==> src/rtl/truxton2_snd_wrq.sv <==
// ---------------------------------------------------------------------------
// truxton2_snd_wrq
//
// Write queue between the 68K sound decode and the YM2151 / OKI M6295 block.
// The CPU writes are buffered in a small FIFO. They are then replayed one at
// a time to the target chip, aligned to that chip's clock enable. After every
// YM2151 data write the queue waits out the FM chip's busy period, so the 68K
// never has to stall on the slow chip.
//
// Ports
//   clk            system clock (48 MHz)
//   reset_n        asynchronous active-low reset
//   wr_stb         one-cycle CPU write strobe
//   wr_tgt         0 YM address, 1 YM data, 2 OKI, 3 ignored (no push)
//   wr_data        write byte
//   full           FIFO holds DEPTH entries
//   empty          FIFO holds no entries and no write is in flight
//   ovf            sticky: a push was dropped because the FIFO was full
//   tmo            sticky: a YM busy poll gave up
//   ym_cen         YM2151 clock enable
//   oki_cen        OKI clock enable
//   ym2151_dout    YM2151 status byte, bit 7 = busy
//   ym2151_cs/we   YM2151 chip select / write enable
//   ym2151_wr_cmd  1 = address write, 0 = data write
//   ym2151_din     byte to the YM2151
//   oki_cs/we      OKI chip select / write enable
//   oki_din        byte to the OKI
// ---------------------------------------------------------------------------
module truxton2_snd_wrq #(
    parameter int DEPTH    = 8,
    parameter int MIN_BUSY = 2,
    parameter int TIMEOUT  = 128
) (
    input  logic       clk,
    input  logic       reset_n,
    input  logic       wr_stb,
    input  logic [1:0] wr_tgt,
    input  logic [7:0] wr_data,
    output logic       full,
    output logic       empty,
    output logic       ovf,
    output logic       tmo,
    input  logic       ym_cen,
    input  logic       oki_cen,
    input  logic [7:0] ym2151_dout,
    output logic       ym2151_cs,
    output logic       ym2151_we,
    output logic       ym2151_wr_cmd,
    output logic [7:0] ym2151_din,
    output logic       oki_cs,
    output logic       oki_we,
    output logic [7:0] oki_din
);

    localparam int AW = (DEPTH > 1) ? $clog2(DEPTH) : 1;
    localparam int CW = $clog2(DEPTH) + 1;
    localparam int WW = $clog2(TIMEOUT + 1);

    localparam logic [CW-1:0] DEPTH_C     = CW'(DEPTH);
    localparam logic [WW-1:0] SETTLE_LAST = WW'(MIN_BUSY - 1);
    localparam logic [WW-1:0] POLL_LAST   = WW'(TIMEOUT - 1);

    localparam logic [1:0] TGT_YM_ADDR = 2'd0;
    localparam logic [1:0] TGT_YM_DATA = 2'd1;
    localparam logic [1:0] TGT_OKI     = 2'd2;
    localparam logic [1:0] TGT_NONE    = 2'd3;

    typedef enum logic [1:0] {
        S_IDLE,
        S_ISSUE,
        S_SETTLE,
        S_POLL
    } state_t;

    // FIFO storage: {tgt[1:0], data[7:0]} per entry
    logic [9:0]    fifo_mem [DEPTH];

    logic [AW-1:0] wr_ptr_reg;
    logic [AW-1:0] rd_ptr_reg;
    logic [CW-1:0] count_reg;

    state_t        state_reg;
    logic [1:0]    tgt_reg;
    logic [WW-1:0] wait_cnt_reg;

    logic          ym_cs_reg;
    logic          ym_we_reg;
    logic          ym_wr_cmd_reg;
    logic [7:0]    ym_din_reg;
    logic          oki_cs_reg;
    logic          oki_we_reg;
    logic [7:0]    oki_din_reg;
    logic          ovf_reg;
    logic          tmo_reg;

    logic          push_req;
    logic          pop;
    logic          push_ok;
    logic          fifo_full;
    logic [9:0]    head;
    logic          cen_hit;
    logic          unused_dout;

    assign fifo_full = (count_reg == DEPTH_C);
    assign push_req  = wr_stb && (wr_tgt != TGT_NONE);
    // The FSM only pops from IDLE, so a pop never needs a busy check here.
    assign pop       = (state_reg == S_IDLE) && (count_reg != '0);
    // A pop in the same cycle frees a slot, so a full FIFO can still accept.
    assign push_ok   = push_req && (!fifo_full || pop);
    assign head      = fifo_mem[rd_ptr_reg];
    // Capture happens on the clock enable of whichever chip the write targets.
    assign cen_hit   = (tgt_reg == TGT_OKI) ? oki_cen : ym_cen;

    assign unused_dout = ^ym2151_dout[6:0];

    // Storage has no reset; the pointers and count define what is valid.
    always_ff @(posedge clk) begin
        if (push_ok) begin
            fifo_mem[wr_ptr_reg] <= {wr_tgt, wr_data};
        end
    end

    // Pointers, occupancy and overflow flag
    always_ff @(posedge clk or negedge reset_n) begin
        if (!reset_n) begin
            wr_ptr_reg <= '0;
            rd_ptr_reg <= '0;
            count_reg  <= '0;
            ovf_reg    <= 1'b0;
        end else begin
            if (push_ok) begin
                wr_ptr_reg <= wr_ptr_reg + AW'(1);
            end
            if (pop) begin
                rd_ptr_reg <= rd_ptr_reg + AW'(1);
            end
            case ({push_ok, pop})
                2'b10:   count_reg <= count_reg + CW'(1);
                2'b01:   count_reg <= count_reg - CW'(1);
                default: count_reg <= count_reg;
            endcase
            if (push_req && !push_ok) begin
                ovf_reg <= 1'b1;
            end
        end
    end

    // Replay FSM with registered chip-side outputs
    always_ff @(posedge clk or negedge reset_n) begin
        if (!reset_n) begin
            state_reg     <= S_IDLE;
            tgt_reg       <= TGT_YM_ADDR;
            wait_cnt_reg  <= '0;
            ym_cs_reg     <= 1'b0;
            ym_we_reg     <= 1'b0;
            ym_wr_cmd_reg <= 1'b0;
            ym_din_reg    <= 8'h00;
            oki_cs_reg    <= 1'b0;
            oki_we_reg    <= 1'b0;
            oki_din_reg   <= 8'h00;
            tmo_reg       <= 1'b0;
        end else begin
            case (state_reg)
                S_IDLE: begin
                    if (pop) begin
                        tgt_reg <= head[9:8];
                        if (head[9:8] == TGT_OKI) begin
                            oki_cs_reg  <= 1'b1;
                            oki_we_reg  <= 1'b1;
                            oki_din_reg <= head[7:0];
                        end else begin
                            ym_cs_reg     <= 1'b1;
                            ym_we_reg     <= 1'b1;
                            ym_wr_cmd_reg <= (head[9:8] == TGT_YM_ADDR);
                            ym_din_reg    <= head[7:0];
                        end
                        state_reg <= S_ISSUE;
                    end
                end
                S_ISSUE: begin
                    // The chip latches the byte in the cycle its enable is
                    // high; strobes drop right after. DIN is left as is.
                    if (cen_hit) begin
                        ym_cs_reg  <= 1'b0;
                        ym_we_reg  <= 1'b0;
                        oki_cs_reg <= 1'b0;
                        oki_we_reg <= 1'b0;
                        if (tgt_reg == TGT_YM_DATA) begin
                            wait_cnt_reg <= '0;
                            state_reg    <= S_SETTLE;
                        end else begin
                            state_reg <= S_IDLE;
                        end
                    end
                end
                S_SETTLE: begin
                    // The busy flag is not valid for a few FM clocks after
                    // a data write, so do not look at it yet.
                    if (ym_cen) begin
                        if (wait_cnt_reg == SETTLE_LAST) begin
                            wait_cnt_reg <= '0;
                            state_reg    <= S_POLL;
                        end else begin
                            wait_cnt_reg <= wait_cnt_reg + WW'(1);
                        end
                    end
                end
                S_POLL: begin
                    if (ym_cen) begin
                        if (!ym2151_dout[7]) begin
                            state_reg <= S_IDLE;
                        end else if (wait_cnt_reg == POLL_LAST) begin
                            tmo_reg   <= 1'b1;
                            state_reg <= S_IDLE;
                        end else begin
                            wait_cnt_reg <= wait_cnt_reg + WW'(1);
                        end
                    end
                end
                default: state_reg <= S_IDLE;
            endcase
        end
    end

    assign full          = fifo_full;
    assign empty         = (count_reg == '0) && (state_reg == S_IDLE);
    assign ovf           = ovf_reg;
    assign tmo           = tmo_reg;
    assign ym2151_cs     = ym_cs_reg;
    assign ym2151_we     = ym_we_reg;
    assign ym2151_wr_cmd = ym_wr_cmd_reg;
    assign ym2151_din    = ym_din_reg;
    assign oki_cs        = oki_cs_reg;
    assign oki_we        = oki_we_reg;
    assign oki_din       = oki_din_reg;

endmodule

==> config.mk <==
export PLATFORM = sky130hd
export DESIGN_NAME = truxton2_snd_wrq
export DESIGN_NICKNAME = d
export VERILOG_FILES = /design/src/rtl/truxton2_snd_wrq.sv
export SDC_FILE = /design/constraint.sdc
export NUM_CORES = 1
export LEC_CHECK = 0
export ABC_AREA = 1
export CAP_MARGIN = 30
export CORE_UTILIZATION = 51
export CTS_BUF_LIST = sky130_fd_sc_hd__clkbuf_16
export DETAILED_ROUTE_END_ITERATION = 8
export PLACE_DENSITY_LB_ADDON = 0.12
export SYNTH_ARGS = -nofsm -noshare
export SYNTH_HDL_FRONTEND = slang
export SYNTH_SLANG_ARGS = --single-unit
export TNS_END_PERCENT = 1
==> constraint.sdc <==
create_clock -name clk -period 2.65 [get_ports clk]
set_input_delay 0.265 -clock clk [delete_from_list [all_inputs] [get_ports clk]]
set_output_delay 0.265 -clock clk [all_outputs]
set_load 0.05 [all_outputs]
==> flow_summary.json, run 1 <==
{
  "io_pins": 48,
  "busiest_layer": "met2",
  "cp_data_required_time_ps": 2380,
  "grt_overflow": 0,
  "path_class": "flip-flop to output port",
  "cts_tree": "built",
  "regMostFlops": "fifo_mem",
  "finalWorstSetupSlack_ps": 181.9,
  "critPathCapture": "empty",
  "finalSetupViolations": 0,
  "crit_arrival_ps": 2200,
  "cts_sinks": 123,
  "hp-class": "input port to asynchronous set/reset pin",
  "gp_congestion": 0.8327,
  "rr_endpoint": "count_reg[2]",
  "worstRegToRegCells": 12,
  "timing.rr.start": "count_reg[0]",
  "vias_per_cell": 5.156,
  "period_share_pct": 93.14,
  "finalHoldViolCount": 0,
  "num_vias": 3759,
  "cts_buffers": 17,
  "grt_pass1_wl_um": 17620,
  "antenna_found_initial": 0,
  "seqCellArea_um2": 3478,
  "maxCapViolCount": 0,
  "drive_gt1_share_pct": 11.80,
  "tns_ps": 0,
  "dp_hpwl_um": 7190,
  "met3_usage_pct": 5.764,
  "first_global_vias": 3576,
  "syn_area_um2": 5360,
  "start_util_pct": 52.15,
  "clk_path_buf_depth": 2,
  "multi_input_area_um2": 1574,
  "cts.clk_slew.worst_paths_ps": 60,
  "ctsResizeCount": 0,
  "root_buffer": "clkbuf_16",
  "ys_seq_area_share_pct": 64.89,
  "postCtsSetupBuffers": 0,
  "drc": 0,
  "area_delta_synth_final_pct": 22.85,
  "grtUsageTotal_pct": 21.66,
  "ys_types": 34,
  "largest_reg_flops": 80,
  "rrSetupSlack_ps": 390,
  "tightest_slew_ps": 510.9,
  "p_leak_nw": 2.780,
  "finish.utilization_pct": 64.07,
  "die_area_um2": 10920,
  "critPathMaxFanout": 8,
  "portBuffers": 40,
  "n_fill_cell": 810,
  "first_iter_violations": 336,
  "start_kind": "flip-flop",
  "grt_use_met1_pct": 29.06,
  "fp.dieH_um": 104.5,
  "grt_max_degree": 27,
  "wl_um": 10780,
  "status": "finished, final reports clean",
  "htree_num_levels": 4,
  "p_per_area_nw_per_um2": 1266,
  "fin_worst_skew_ps": 7.918,
  "ant_nets": 0,
  "period_minus_slack_ps": 2468,
  "core_um2": 10280,
  "ys_async_sr_fraction_pct": 34.96,
  "max_freq_mhz": 405.2,
  "synth.ff_latch_count": 123,
  "max_slew_margin_pct": 65.94,
  "antenna_cells": 0,
  "first_pass_iters": 4,
  "synth_fp_nets": 545,
  "final_max_slew_viol_count": 0,
  "ir_drop_v": 0.0006087,
  "rsz0062_at_grt": "false",
  "use_met2_pct": 33.21,
  "synthFlopType": "edfxtp_1",
  "die_w_um": 104.5,
  "ys_warn_count": 0,
  "routedWlPerCell_um": 14.78,
  "insertion_delay_ps": 420,
  "cp-end-kind": "output port",
  "fin_nets": 610,
  "placementRows": 37,
  "avgSynthCellArea_um2": 10.41,
  "pre_cts_ws_ps": 268.0,
  "synth_edf_count": 80,
  "synth_cells": 515
}
==> worst min-delay path by stage <==
stage,start,slack (ps),to
floorplan,reset_n,-30,asynchronous set/reset pin
global placement,reset_n,260,oki_din[1]
detailed placement,reset_n,270,ym2151_din[0]
CTS,reset_n,370,ym2151_din[0]
global route,reset_n,400,oki_din[2]
finish,reset_n,350,oki_din[2]
==> layout make-up <==
class	count	share of cell area [%]
sequential	123	52.82
timing repair buffer	66	9.196
inverter	51	2.907
tap	136	2.584
multi-input combinational	321	23.90
clock buffer	17	6.460
clock inverter	15	2.128
==> report_power, final <==
group / switching (mW) / internal (mW)
combinational: 2.27 / 1.15
clock: 0.875 / 1.30
sequential: 0.268 / 2.47
==> cells in the final DEF (no fill, tap or decap), types with 4 or more instances in the layout <==
cell,count
nand3_1,32
inv_6,4
o211ai_1,4
o21ai_1,5
edfxtp_1,80
clkdlybuf4s50_1,39
nor2_1,50
buf_4,24
o22ai_1,16
xor2_1,6
clkbuf_16,17
clkinvlp_4,5
o21ai_0,46
nand2_1,124
inv_1,50
ha_1,7
a21oi_1,4
dfrtp_1,43
==> routing by layer <==
metal | vias to the layer above | wire length [um]
met1 | 1791 | 4861
li1 | 1858 | -
met5 | - | 0
met3 | 13 | 631
met2 | 97 | 5144
met4 | 0 | 141
==> Yosys cell counts (all sizes together), types with 3 or more instances <==
library cell	n	share of area [%]
o22ai	16	1.9
edfxtp	80	45
nand4	3	0.35
a21oi	4	0.37
inv	51	3.6
o21ai	54	5.3
nand2	128	9.3
xor2	6	0.98
o211ai	4	0.56
ha	7	1.6
dfrtp	43	20
clkbuf	4	0.30
mux2i	3	0.56
buf	16	1.9
nor2	52	3.7
nand3	33	3.2
==> critical path: stages (launching register included) <==
cell and delay [ps]:
dfrtp_1 460, nor2_2 250, nand4_1 190, inv_1 90, clkdlybuf4s50_1 790
==> kinds of logic after synthesis <==
group	after synthesis	synth area share [%]
compound gates	84	8.917
xor+xnor	8	1.307
fa+ha+maj	7	1.634
buf+inv	71	5.789
flops	123	64.89
mux	3	0.5602
simple gates	219	16.90
==> stage by stage <==
stage               std cells  hold slack (ps)  power, mW  instance area [um^2]
global placement          696            262.4      6.119                  6010
detailed placement        696            269.3      6.193                  6010
global route              729            402.7      8.852                  6585
CTS                       729            365.1      8.389                  6585
floorplan                 515           -30.59      5.199                  5363
finish                    729            354.8      8.339                  6585
==> what timing repair did <==
action / CTS / global route
setup endpoints to repair: 0 / 0
endpoints found under the hold margin: 21 / 0
hold buffers: 1 / 0
No activity file was read; power rests on OpenSTA's default activity.
==> run 2: changes to the inputs <==
--- a/config.mk
+++ b/config.mk
@@ -6,11 +6,12 @@
 export NUM_CORES = 1
 export LEC_CHECK = 0
 export ABC_AREA = 1
-export CAP_MARGIN = 30
+export CAP_MARGIN = 20
 export CORE_UTILIZATION = 51
 export CTS_BUF_LIST = sky130_fd_sc_hd__clkbuf_16
 export DETAILED_ROUTE_END_ITERATION = 8
-export PLACE_DENSITY_LB_ADDON = 0.12
+export PLACE_DENSITY = 0.72
+export REMOVE_ABC_BUFFERS = 1
 export SYNTH_ARGS = -nofsm -noshare
 export SYNTH_HDL_FRONTEND = slang
 export SYNTH_SLANG_ARGS = --single-unit
==> run 2 against run 1 <==
Against the previous run:
- final cell count decreased by 0.96%
- utilization down 0.47 points
- sequential share of layout area up 0.39 points
- maximum frequency up 2.1%
- critical path type unchanged
- critical endpoint unchanged
==> flow_summary.json, run 2 (same netlist as run 1, synthesis figures left out) <==
{
  "status": "finished, final reports clean",
  "most-common-layout-cells": "nand2_1, edfxtp_1, nor2_1",
  "grtUsageTotal_pct": 21.36,
  "num_vias": 3804,
  "antenna_found_initial": 0,
  "start_kind": "flip-flop",
  "cp_data_required_time_ps": 2380,
  "ant_nets": 0,
  "clk_path_buf_depth": 2,
  "tns_ps": 0,
  "placementRows": 37,
  "period_minus_slack_ps": 2416,
  "antenna_cells": 0,
  "p_per_area_nw_per_um2": 1274,
  "cts_tree": "built",
  "root_buffer": "clkbuf_16",
  "hp-class": "input port to asynchronous set/reset pin",
  "tightest_slew_ps": 972.4,
  "dp_hpwl_um": 6910,
  "fp.dieH_um": 104.5,
  "cts_buffers": 17,
  "ctsResizeCount": 0,
  "cts.clk_slew.worst_paths_ps": 50,
  "finalHoldViolCount": 0,
  "ir_drop_v": 0.0006948,
  "finalSetupViolations": 0,
  "drc": 0,
  "cp-end-kind": "output port",
  "cts_sinks": 123,
  "area_delta_synth_final_pct": 21.94,
  "htree_num_levels": 4,
  "max_freq_mhz": 413.9,
  "gp_congestion": 0.8600,
  "die_w_um": 104.5,
  "grt_max_degree": 44,
  "fin_worst_skew_ps": 5.674,
  "first_global_vias": 3663,
  "die_area_um2": 10920,
  "routedWlPerCell_um": 14.75,
  "io_pins": 48,
  "grt_pass1_wl_um": 17650,
  "path_class": "flip-flop to output port",
  "cts_hold_buf": 0,
  "period_share_pct": 91.18,
  "first_pass_iters": 5,
  "max_slew_margin_pct": 35.17,
  "p_leak_nw": 2.760,
  "wl_um": 10650,
  "insertion_delay_ps": 410,
  "fin_nets": 603,
  "postCtsSetupBuffers": 0,
  "layout_commonest_cell": "nand2_1",
  "portBuffers": 40,
  "regMostFlops": "fifo_mem",
  "worstRegToRegCells": 12,
  "maxCapViolCount": 0,
  "drive_gt1_share_pct": 10.75,
  "core_um2": 10280,
  "start_util_pct": 52.15,
  "vias_per_cell": 5.269,
  "first_iter_violations": 272,
  "finish.utilization_pct": 63.60,
  "final_max_slew_viol_count": 0,
  "largest_reg_flops": 80,
  "critPathMaxFanout": 8,
  "rsz0062_at_grt": "false",
  "crit_arrival_ps": 2150,
  "grt_overflow": 0
}
[run 2: cell count changes in the layout (fill, tap and decap cells not counted), sizes merged]
cell	change
inv	+2
dlygate4sd3	-1
clkinvlp	-2
buf	-6
clkinv	-1
bufinv	+1
[run 2: layer usage]
layer	GRT usage [%]	vias to the layer above	wire (um)
met5	0	-	0
met4	8.367	0	161
met3	6.203	12	621
met2	35.05	118	5246
met1	26.66	1822	4618
li1	-	1852	-
[run 2: power breakdown]
part           leakage (nW)  switching (mW)  total (mW)  internal, mW
Combinational          1.22            2.24        3.32          1.08
Clock                 0.280           0.863        2.26          1.40
Sequential             1.26           0.270        2.74          2.47
Total                  2.76            3.37        8.33          4.95
[run 2: worst max-delay path: stages, from the launching register on]
cell and delay (ps):
dfrtp_1 460, nor2_2 250, nand4_1 160, inv_1 80, clkdlybuf4s50_1 790
[run 2: final timing paths]
| path | from | end | slack [ps] |
|---|---|---|---|
| max | flip-flop | empty | 230 |
| min | reset_n | oki_din[1] | 20 |
| max reg2reg | count_reg[0] | count_reg[2] | 340 |
| min reg2reg | ovf | ovf | 470 |
| max in group asynchronous | reset_n | wr_ptr_reg[1] | 2030 |
| min in group clk | ovf | ovf | 470 |
[run 2: area by class of cell]
| type | instances | area, um^2 |
|---|---|---|
| repair buffers | 59 | 538.0 |
| flip-flops and latches | 123 | 3478 |
| fillers | 783 | 3741 |
| clock buffers | 17 | 425.4 |
| well taps | 136 | 170.2 |
| multi-input cells | 321 | 1572 |
| inverters | 51 | 191.4 |
| clock inverters | 15 | 161.4 |
[run 2: stage by stage]
stage	power (mW)	area, um^2	hold WS, ps	setup slack (ps)	std cells
2_1_floorplan	5.019	5241	-30.59	-16.81	495
3_3_place_gp	5.988	5949	452.6	348.4	690
3_5_place_dp	6.089	5949	465.4	298.8	690
4_1_cts	8.381	6536	46.34	176.2	722
5_1_grt	8.869	6536	83.73	83.94	722
6_report	8.328	6536	17.08	233.7	722
